**src/rtl/hub_slot_ctl.sv**
```systemverilog
// Hub slot controller: divides clk_cog into hub windows, rotates (or skips idle)
// the selected cog each window, and flags cogs that wait too long for the hub.

module hub_slot_wdog #(
  parameter int WD_LIMIT = 16
) (
  input  logic clk_cog,
  input  logic nres,
  input  logic req,
  input  logic ack,
  input  logic ena,
  input  logic clr,
  output logic starve
);
  localparam logic [7:0] LIM_M1 = 8'(WD_LIMIT - 1);

  logic [7:0] wcnt_q, wcnt_d;
  logic       starve_q, starve_d;
  logic       hit_clr, hit_set;

  always_comb begin
    hit_clr  = !req || ack;
    // set fires only on the increment that lands exactly on the limit
    hit_set  = !hit_clr && ena && (wcnt_q == LIM_M1);
    wcnt_d   = wcnt_q;
    if (hit_clr)                      wcnt_d = '0;
    else if (ena && wcnt_q != 8'hFF)  wcnt_d = wcnt_q + 8'd1;
    starve_d = hit_set || (starve_q && !clr);
  end

  always_ff @(posedge clk_cog or negedge nres) begin
    if (!nres) begin
      wcnt_q   <= '0;
      starve_q <= 1'b0;
    end else begin
      wcnt_q   <= wcnt_d;
      starve_q <= starve_d;
    end
  end

  assign starve = starve_q;
endmodule

module hub_slot_ctl #(
  parameter int ENA_DIV  = 2,
  parameter int WD_LIMIT = 16
) (
  input  logic       clk_cog,
  input  logic       nres,
  input  logic [7:0] cog_ena,
  input  logic       skip,
  input  logic [7:0] req,
  input  logic [7:0] bus_ack,
  input  logic [7:0] starve_clr,
  output logic       ena_bus,
  output logic [7:0] bus_sel,
  output logic [2:0] slot_num,
  output logic [7:0] starve
);
  localparam logic [2:0] DIV_MAX = 3'(ENA_DIV - 1);

  logic [2:0] div_cnt_q, div_cnt_d;
  logic       ena_bus_q, ena_bus_d;
  logic [2:0] slot_q, slot_d;
  logic [7:0] bus_sel_q, bus_sel_d;
  logic [7:0] mask;
  logic [2:0] idx;
  logic       found;

  always_comb begin
    div_cnt_d = (div_cnt_q == DIV_MAX) ? 3'd0 : div_cnt_q + 3'd1;
    ena_bus_d = (div_cnt_q == DIV_MAX);

    mask   = cog_ena | req;
    slot_d = slot_q;
    idx    = slot_q;
    found  = 1'b0;
    if (ena_bus_q) begin
      slot_d = slot_q + 3'd1;
      // offset 8 wraps to the current slot, so it is checked last
      if (skip) begin
        for (int i = 1; i <= 8; i++) begin
          idx = slot_q + i[2:0];
          if (!found && mask[idx]) begin
            slot_d = idx;
            found  = 1'b1;
          end
        end
      end
    end
    bus_sel_d = 8'b1 << slot_d;
  end

  always_ff @(posedge clk_cog or negedge nres) begin
    if (!nres) begin
      div_cnt_q <= '0;
      ena_bus_q <= 1'b0;
      slot_q    <= '0;
      bus_sel_q <= 8'b0000_0001;
    end else begin
      div_cnt_q <= div_cnt_d;
      ena_bus_q <= ena_bus_d;
      slot_q    <= slot_d;
      bus_sel_q <= bus_sel_d;
    end
  end

  genvar g;
  generate
    for (g = 0; g < 8; g++) begin : g_lane
      hub_slot_wdog #(.WD_LIMIT(WD_LIMIT)) u_wdog (
        .clk_cog (clk_cog),
        .nres    (nres),
        .req     (req[g]),
        .ack     (bus_ack[g]),
        .ena     (ena_bus_q),
        .clr     (starve_clr[g]),
        .starve  (starve[g])
      );
    end
  endgenerate

  assign ena_bus  = ena_bus_q;
  assign bus_sel  = bus_sel_q;
  assign slot_num = slot_q;
endmodule

```
**config.mk**
```make
export PLATFORM = sky130hd
export DESIGN_NAME = hub_slot_ctl
export DESIGN_NICKNAME = d
export VERILOG_FILES = /design/src/rtl/hub_slot_ctl.sv
export SDC_FILE = /design/constraint.sdc
export NUM_CORES = 1
export LEC_CHECK = 0
export BUFFER_PORTS_ARGS = -buffer_cell sky130_fd_sc_hd__buf_2
export CAP_MARGIN = 10
export CORE_MARGIN = 8
export CORE_UTILIZATION = 57
export CTS_BUF_LIST = sky130_fd_sc_hd__clkbuf_8 sky130_fd_sc_hd__clkbuf_16
export DETAILED_ROUTE_END_ITERATION = 6
export GPL_TIMING_DRIVEN = 1
export PLACE_DENSITY_LB_ADDON = 0.08
export RECOVER_POWER = 50
export SYNTH_ARGS = -nofsm -noshare
export SYNTH_HDL_FRONTEND = slang
export SYNTH_HIERARCHICAL = 1
export SYNTH_SLANG_ARGS = --single-unit
export TNS_END_PERCENT = 10
```
**constraint.sdc**
```tcl
create_clock -name clk_cog -period 8.45 [get_ports clk_cog]
set_input_delay 1.69 -clock clk_cog [delete_from_list [all_inputs] [get_ports clk_cog]]
set_output_delay 1.69 -clock clk_cog [all_outputs]
set_load 0.005 [all_outputs]
```
==> impl_results.md, run 1 <==
- Outcome: finished with violations
- Failing checks: max-capacitance violations, max-slew violations
- DIE AREA: around 13000 sq um
- Finished Layout Cells: roughly 770
- Setup CP Type: input port to register
- Critical path capture point type: register
- Hold depth: 1
- DR WL met2: 6.26 mm
- Clock buffer depth: 2
- Placed insts: 755
- Mux share of post-synthesis cell area: 10.1%
- Initial antenna violation count: 0
- Pre-antenna DRT Iters: 5
- DR DRC count: 0
- Die W: about 120 um
- # rows: 36
- Worst skew pair latency: 0.36 ns
- CTS Buf Count: 9
- Vias per cell: 6.19
- Top Ports: between 50 and 60
- Setup crit start kind: input port
- Max Cap Violations: 2
- Xor/xnor share of the synthesized area: 0.767%
- Cell count after synthesis: 582
- RSZ-0062 raised after global routing: false
- Synthesis-to-finish area growth: 9.51%
- Final wirelength: 13.1 mm
- Most used DFF post-synth: dfrtp_1
- Number of hold buffers added after CTS: 0
- Routed WL per cell: 17.0 um
- Worst path required time: between 8 and 9 ns
- Final min period: 4.17 ns
- WP data arrival: 4.43 ns
- First-pass GRT wire length: roughly 22 mm
- Seq/Total Area, Yosys: approximately two fifths
- VDD IR max: between 0.1 and 0.15 mV
- Max Used Layer: met4
- Setup TNS Final: 0 ns
- Inserted Diodes: 0
- GRT Overall Usage: 20.3%
- Final nets: roughly 680
- EDFF count, synth: 0
- Worst R2R Path Depth: 10
- Via count: ~4800
- Max-slew violations: between 90 and 100
- Core Area: 9730 sq um
- Share of cells above drive strength 1: 19.9%
- Final setup fails: 0
- PostCTS Resize Cnt: 0
- Max Fclk: 240 MHz
- Synth area leaders: dfrtp_1 (38%), mux2i_1 (5.1%), a21oi_1 (4.3%)
- Cell variety after synth: 67
- Worst-Margin Slew: 2.24 ns
- Sink Count: 87
- Tcrit/Tclk final: 49.3%
- Worst slew margin: -49.2%
- Worst hold slack: 0.476 ns
- CTS tree: built
- Synth Cell Area: 5710 sq um
- Async S/R FF share, synth: 100%
- # H-tree levels: 3
- Clk slew on worst S/H paths: 0.10 ns
- 1st-iter DRT viols: 361
- Main combinational cell family by area after synthesis: simple AND/OR/NAND/NOR gates
- Post-Synth Adder-Cell Area: 2.19%
- Yosys top cell area share: 37.7%
- Antenna viol nets, final: 0
- Largest net degree at the start of global routing: 56
- Hold Vio Cnt, Final: 0
- Area leader, netlist: dfrtp_1
- Die height: 116 um
- Met3 WL post-DR: 497 um
- Routed metal-1 wire length: 6.03 mm
- Syn Area/Cell: 9.81 sq um
- Compound-cell area share of the yosys netlist: 17.7%
- Vias in the first global route: around 4600
- #FFs+latches synth: 87
- CTS root buf: clkbuf_8
- Type of the worst min-delay path: register to register
- Final HPWL DP: roughly 9.7 mm
- Gr ovfl total: 0
- Crit path max fanout: 9
- Starting Density: a little under 60%
- Simple-Gate Fraction of Synth Area: 28.5%
- Lkg Pwr: 2.63 nW
- Synthesized Nets: 627
- Clock Skew: 0.0128 ns
- Port bufs: 54
- Synth Warn #: 6
- Final RePlAce weighted congestion: 0.955
- Post-CTS Repair Setup Buffers: 0
- Pwr dens: 230 nW/um^2
-- per-stage QoR --
step                      setup slack (ns)  util (%)  total power, W  area, sq um
final                                 4.28      64.2         0.00144         6250
after CTS                             4.34      64.9         0.00144         6310
after detailed placement              3.99      62.5         0.00111         6080
after global routing                  4.13      64.2         0.00152         6250
after floorplan                       4.37         -        0.000976         5710
after global placement                4.03      62.5         0.00111         6080
-- layout by cell type (no fill, tap or decap), drive strengths merged, types with 14 or more instances in the layout --
cell type  instances
and3              14
nand4             25
nand2             57
inv               15
or2               19
buf               55
a21oi             49
mux2i             32
nand2b            25
nor3              20
dfrtp             86
nor2              27
and4              16
o21ai             19
-- layer usage --
layer | up-vias | track usage (%)
li1 | 2363 | -
met5 | - | 0
met1 | 2292 | 26.5
met3 | 22 | 2.97
met4 | 0 | 8.90
met2 | 96 | 32.6
-- worst max-delay path, stage by stage --
cell      delay [ns]
buf_2           0.13
or2_1           0.29
mux4_2          0.52
a211oi_2        0.38
nor4b_4         0.42
o31a_1          0.22
o211ai_1        0.10
a211o_1         0.44
and3_1          0.24
-- cells by family (layout without fill, tap and decap cells) --
family | after synthesis | after routing
AOI/OAI and AO/OA | 147 | 147
xor gates and xnor gates | 5 | 5
adders and majority gates | 10 | 10
buffers and inverters | 32 | 88
DFF | 87 | 87
muxes | 43 | 43
and+or+nand+nor | 258 | 258
-- area by class of cell --
cell class	count	area (sq um)
Inverter	15	57.6
Timing Repair Buffer	57	288
Tap cell	133	166
Fill cell	829	3480
Multi-Input combinational cell	463	3330
Sequential cell	87	2180
Clock inverter	6	92.6
Clock buffer	10	138
-- synthesized netlist by cell type, types with 10 or more instances --
master    instances
or4b_1           10
nor3_1           16
nor2_1           27
nor2b_1          10
inv_1            11
nand3_1          11
nand2_1          57
nand2b_1         25
o21ai_0          19
clkbuf_1         12
nand4_1          17
mux2i_1          29
dfrtp_1          86
ha_1             10
or2_2            11
a21oi_1          49
-- sequential cells by signal, summed over array words and instances (netlist names) --
signal and count:
div_cnt_q 3, g_lane.u_wdog/starve 8, g_lane.u_wdog/wcnt_q 64, ena_bus 1, bus_sel 8, slot_num 3
-- worst paths after layout --
| kind | start | endpoint | slack, ns |
|---|---|---|---|
| max in group asynchronous | nres | g_lane[2].u_wdog/wcnt_q[3]$_DFFE_PN0P_ | 4.89 |
| setup / recovery | req[2] | bus_sel[7]$_DFF_PN0_ | 4.28 |
| min in group asynchronous | nres | g_lane[4].u_wdog/starve$_DFF_PN0_ | 1.98 |
| hold reg to reg | div_cnt_q[1]$_DFF_PN0_ | ena_bus$_DFF_PN0_ | 0.48 |
| hold / removal | div_cnt_q[1]$_DFF_PN0_ | ena_bus$_DFF_PN0_ | 0.48 |
| setup reg to reg | slot_num[1]$_DFF_PN0_ | bus_sel[7]$_DFF_PN0_ | 4.60 |
-- where the power goes --
group          internal (W)  switching, W  total (W)
Clock              0.000176      0.000156   0.000332
Combinational      0.000272      0.000366   0.000639
Sequential         0.000435     0.0000343   0.000470
No activity file was read; power rests on OpenSTA's default activity.
==> run 2, diff against run 1 <==
--- a/config.mk
+++ b/config.mk
@@ -8,7 +8,7 @@
 export BUFFER_PORTS_ARGS = -buffer_cell sky130_fd_sc_hd__buf_2
 export CAP_MARGIN = 10
 export CORE_MARGIN = 8
-export CORE_UTILIZATION = 57
+export CORE_UTILIZATION = 54
 export CTS_BUF_LIST = sky130_fd_sc_hd__clkbuf_8 sky130_fd_sc_hd__clkbuf_16
 export DETAILED_ROUTE_END_ITERATION = 6
 export GPL_TIMING_DRIVEN = 1
==> constraint.sdc (replaced) <==
create_clock -name clk_cog -period 3.35 [get_ports clk_cog]
set_input_delay 0.67 -clock clk_cog [delete_from_list [all_inputs] [get_ports clk_cog]]
set_output_delay 0.67 -clock clk_cog [all_outputs]
set_load 0.005 [all_outputs]
==> run 2 against run 1 <==
  * The run still ends with max-capacitance violations, max-slew violations left
  * Count of clock-buffer cells in the layout unchanged
  * Via count up 2.6%
  * Sequential share of layout area is 1.1 points lower
  * Clock skew decreased by 0.0021 ns
  * Utilization shrank 1.3 points
  * Critical endpoint is now bus_sel[1]$_DFF_PN0_
  * Critical path type is now register to register
  * Final cell count is 3.4% higher
==> impl_results.md, run 2 (synthesis results as in run 1) <==
- Number of hold buffers added after CTS: 0
- Setup CP Type: register to register
- 1st-iter DRT viols: about 360
- WP data arrival: approximately 3.5 ns
- Setup crit start kind: register
- Clock Skew: 0.0108 ns
- Clock buffer depth: 2
- Total power: roughly 0.0039 W
- Vias per cell: 6.15
- Fillcell total: approximately 900
- Critical path capture point type: register
- Failing checks: max-capacitance violations, max-slew violations
- Clk slew on worst S/H paths: 0.09 ns
- Pre-antenna DRT Iters: 5
- Finished Layout Cells: about 800
- Die W: approximately 120 um
- Final nets: 701
- Sink Count: 87
- Outcome: finished with violations
- Max-slew violations: 64
- Final HPWL DP: 10.2 mm
- Starting Density: between 50% and 60%
- Worst path required time: 3.64 ns
- Top reg by flops: g_lane.u_wdog/wcnt_q
- DIE AREA: 14100 sq um
- CTS Buf Count: 9
- Port bufs: 54
- Via count: a little under 5000
- Crit path max fanout: 7
- Share of cells above drive strength 1: 23.4%
- Top Ports: 55
- Lkg Pwr: 2.84 nW
- # rows: 37
- Final min period: 3.20 ns
- Tcrit/Tclk final: 95.6%
- Worst slew margin: -7.46%
- Commonest non-fill, non-tap cells in the layout: dfrtp_1 (84), nand2_1 (57), a21oi_1 (49), buf_2 (49), mux2i_1 (29)
- Initial antenna violation count: 0
- Commonest non-fill, non-tap cell in the layout: dfrtp_1
- Final wirelength: 13.5 mm
- CTS tree: built
- Worst setup endpoint: bus_sel[1]$_DFF_PN0_
- # H-tree levels: 3
- Sw Pwr: 0.00145 W
- Clock power frac: roughly a fifth
- First-pass GRT wire length: 22.9 mm
- Worst hold slack: 0.440 ns
- Worst skew pair latency: 0.37 ns
- Core Area: between 10000 and 15000 sq um
- Placed insts: between 700 and 800
- Final setup fails: 0
- Synthesis-to-finish area growth: 13.3%
- Combinational power share: between 40% and 50%
- GRT Overall Usage: 19.6%
- Int Power: 0.00241 W
- Worst R2R Path Depth: 11
- Largest net degree at the start of global routing: 64
- Setup TNS Final: 0 ns
- Worst r2r src: slot_num[1]$_DFF_PN0_
- Final RePlAce weighted congestion: 0.922
- PostCTS Resize Cnt: 0
- Pwr dens: around 600 nW/um^2
- Worst Setup SP: slot_num[1]$_DFF_PN0_
- Reg-to-reg slack, setup: around 0.15 ns
- Worst-Margin Slew: ~1.6 ns
- Reg power frac: 30.0%
- DR DRC count: 0
- VDD IR max: 0.374 mV
- Die height: 119 um
- Antenna viol nets, final: 0
- Hold Vio Cnt, Final: 0
- Max reg flops: 64
- Vias in the first global route: between 4000 and 5000
- Worst R2R End: bus_sel[1]$_DFF_PN0_
- Max Cap Violations: 1
- Routed WL per cell: 17.0 um
- Inserted Diodes: 0
- Gr ovfl total: 0
- Sw Ratio: 37.6%
- RSZ-0062 raised after global routing: false
- Type of the worst min-delay path: register to register
- CTS root buf: clkbuf_8
- Post-CTS Repair Setup Buffers: 0
- Max Fclk: 312 MHz
## run 2: critical path, stage by stage, from the launching register on
cell	delay (ns)
dfrtp_1	0.46
inv_2	0.09
ha_1	0.23
xor2_2	0.25
mux4_2	0.36
mux2_2	0.33
nor4b_4	0.42
o31a_1	0.21
o211ai_1	0.10
a211o_1	0.39
buf_4	0.18
nor3_2	0.10
## run 2: cell type report
type	count	area (sq um)	share of cell area, %
Multi-Input combinational cell	463	3390	52.4
Sequential cell	87	2180	33.7
Timing Repair Buffer	80	453	7.01
Tap cell	136	170	2.63
Clock buffer	10	138	2.13
Clock inverter	6	77.6	1.20
Inverter	15	57.6	0.890
## run 2: how the worst min path moves through the flow
stage	from	depth (start not counted)	end
final	div_cnt_q[1]$_DFF_PN0_	1	ena_bus$_DFF_PN0_
after global routing	div_cnt_q[1]$_DFF_PN0_	1	ena_bus$_DFF_PN0_
after CTS	nres	1	g_lane[4].u_wdog/wcnt_q[6]$_DFFE_PN0P_
after detailed placement	div_cnt_q[1]$_DFF_PN0_	1	ena_bus$_DFF_PN0_
after global placement	div_cnt_q[1]$_DFF_PN0_	1	ena_bus$_DFF_PN0_
after floorplan	nres	0	bus_sel[1]$_DFF_PN0_
## run 2: through the flow
stage | cell area [sq um] | setup WS (ns) | utilization (%)
floorplan | 5710 | 0.156 | -
global placement | 6260 | 0.0895 | 60.9
detailed placement | 6260 | 0.0154 | 60.9
CTS | 6470 | 0.0848 | 63.0
global route | 6460 | 0.0349 | 62.9
finish | 6460 | 0.148 | 62.9
## run 2: per-layer routing
layer,global-route usage (%),vias to the layer above,routed length [um],part of all wire [%]
li1,-,2398,-,-
met2,32.8,98,6560,49
met4,6.72,0,199,1.5
met5,0,-,0,0
met1,24.8,2385,6210,46
met3,3.78,17,544,4.0
## run 2: power groups by stage
stage	clock, W	sequential (W)	combinational (W)
2_1_floorplan	0	0.00116	0.00130
3_3_place_gp	0	0.00118	0.00189
3_5_place_dp	0	0.00118	0.00188
4_1_cts	0.000828	0.00116	0.00189
5_1_grt	0.000863	0.00117	0.00205
6_report	0.000802	0.00116	0.00190
==> run 3, diff against run 2 <==
==> constraint.sdc (replaced) <==
create_clock -name clk_cog -period 3.35 [get_ports clk_cog]
set_input_delay 0.335 -clock clk_cog [delete_from_list [all_inputs] [get_ports clk_cog]]
set_output_delay 0.335 -clock clk_cog [all_outputs]
set_load 0.005 [all_outputs]
==> run 3 against run 2 <==
  * The flow now finishes without violations
  * Clock power is 11% higher
  * Sequential share of layout area is 0.15 points higher
  * Count of clock-buffer cells in the layout is the same
  * Critical path type unchanged
==> impl_results.md, run 3 (synthesis results as in run 1) <==
- Crit path max fanout: 9
- VDD IR max: slightly below 0.3 mV
- Worst skew pair latency: 0.36 ns
- Sink Count: 87
- Clk slew on worst S/H paths: about 0.090 ns
- Final min period: approximately 3.2 ns
- Number of hold buffers added after CTS: 0
- Initial antenna violation count: 0
- 1st-iter DRT viols: ~370
- Tcrit/Tclk final: 95.1%
- WP data arrival: 3.45 ns
- Starting Density: 55.5%
- CTS root buf: clkbuf_8
- Post-CTS Repair Setup Buffers: 0
- Type of the worst min-delay path: input port to register
- Die height: roughly 120 um
- Finished Layout Cells: roughly 790
- CTS Buf Count: 9
- Worst-Margin Slew: ~1.4 ns
- Max Used Layer: met4
- Commonest non-fill, non-tap cells in the layout: dfrtp_1 (85), nand2_1 (57), buf_2 (50)
- GRT Overall Usage: 19.4%
- Final nets: ~690
- Fillcell total: 901
- Met3 WL post-DR: 542 um
- Die W: 119 um
- Reg-to-reg slack, setup: 0.16 ns
- Port bufs: 54
- Commonest non-fill, non-tap cell in the layout: dfrtp_1
- Worst Setup SP: slot_num[0]$_DFF_PN0_
- Core Area: between 10000 and 15000 sq um
- Critical-path cell list: inv_2 -> ha_1 -> xor2_1 -> mux4_2 -> mux2_2 -> nor4b_4 -> o31a_1 -> o211ai_1 -> a211o_1 -> and3_1
- Pre-antenna DRT Iters: 5
- Inserted Diodes: 0
- DR DRC count: 0
- Setup crit start kind: register
- First-pass GRT wire length: about 23 mm
- Antenna viol nets, final: 0
- Worst path required time: 3.61 ns
- Top Ports: 55
- Final setup fails: 0
- DIE AREA: 14100 sq um
- Critical path's slowest cell: nor4b_4
- Hold Vio Cnt, Final: 0
- Worst R2R End: bus_sel[5]$_DFF_PN0_
- Pwr dens: 611 nW/um^2
- Worst R2R Path Depth: 10
- Worst r2r src: slot_num[0]$_DFF_PN0_
- Worst slew margin: 6.01%
- Final RePlAce weighted congestion: 0.974
- Max Cap Violations: 0
- Critical path's largest stage delay: 0.42 ns
- CTS tree: built
- Max Fclk: 314 MHz
- Via count: between 4000 and 5000
- # rows: 37
- Worst setup endpoint: bus_sel[5]$_DFF_PN0_
- RSZ-0062 raised after global routing: false
- # H-tree levels: 3
- Critical path capture point type: register
- Clock buffer depth: 2
- Top reg by flops: g_lane.u_wdog/wcnt_q
- Setup TNS Final: 0 ns
- Final HPWL DP: between 9 and 10 mm
- Gr ovfl total: 0
- Setup CP Type: register to register
- Synthesis-to-finish area growth: 12.7%
- Routed WL per cell: around 17 um
- Max-slew violations: 0
- DR WL met2: 6.71 mm
- Max reg flops: 64
- Lkg Pwr: between 2 and 3 nW
- Outcome: completed
- PostCTS Resize Cnt: 0
- Clock Skew: 0.00705 ns
- Placed insts: 772
- Routed metal-1 wire length: 5.86 mm
- Share of cells above drive strength 1: 22.5%
- Largest net degree at the start of global routing: 56
- Vias in the first global route: 4735
- Final wirelength: 13.4 mm
- Vias per cell: between 6 and 7
run 3: critical path, delay by kind of cell, from the launching register on:
kind            cells  cell delay, ns
simple gates        2            0.65
mux                 2            0.75
xor+xnor            1            0.30
compound gates      3            0.72
flops               1            0.41
fa+ha+maj           1            0.19
buf+inv             1            0.07
run 3: through the flow:
stage | util [%] | instance area, sq um | setup slack (ns) | total power, W | hold WS (ns)
floorplan | - | 5710 | 0.156 | 0.00246 | 0.0394
global placement | 60.3 | 6200 | 0.256 | 0.00304 | 0.435
detailed placement | 60.3 | 6200 | 0.205 | 0.00304 | 0.437
CTS | 62.7 | 6450 | 0.181 | 0.00395 | 0.0387
global route | 62.6 | 6430 | 0.0106 | 0.00414 | 0.131
finish | 62.6 | 6430 | 0.163 | 0.00393 | 0.147
run 3: layer usage:
metal,vias up,global-route usage (%)
met2,103,33.1
met5,-,0
li1,2383,-
met1,2431,24.0
met4,0,7.59
met3,20,3.21
run 3: report_power, final:
group | internal, W | total, W | switching [W] | leakage [nW]
Combinational | 0.000862 | 0.00190 | 0.00104 | 1.50
Clock | 0.000513 | 0.000889 | 0.000376 | 0.122
Sequential | 0.00110 | 0.00114 | 0.0000429 | 1.19
Total | 0.00247 | 0.00393 | 0.00146 | 2.81
run 3: worst min path at each step:
stage | end | cells past startpoint | start
after floorplan | bus_sel[1]$_DFF_PN0_ | 0 | nres
after global placement | g_lane[4].u_wdog/wcnt_q[7]$_DFFE_PN0P_ | 1 | nres
after detailed placement | g_lane[4].u_wdog/wcnt_q[7]$_DFFE_PN0P_ | 1 | nres
after CTS | g_lane[4].u_wdog/wcnt_q[7]$_DFFE_PN0P_ | 1 | nres
after global routing | g_lane[0].u_wdog/starve$_DFF_PN0_ | 2 | starve_clr[0]
final | g_lane[0].u_wdog/starve$_DFF_PN0_ | 2 | starve_clr[0]
run 3: final cells by class:
cell class	count	area (sq um)	share of cell area [%]
multi-input cells	463	3380	52.6
inverters	15	57.6	0.895
clock inverters	6	108	1.67
well taps	136	170	2.65
clock buffers	10	138	2.14
flip-flops and latches	87	2180	33.9
repair buffers	71	399	6.21
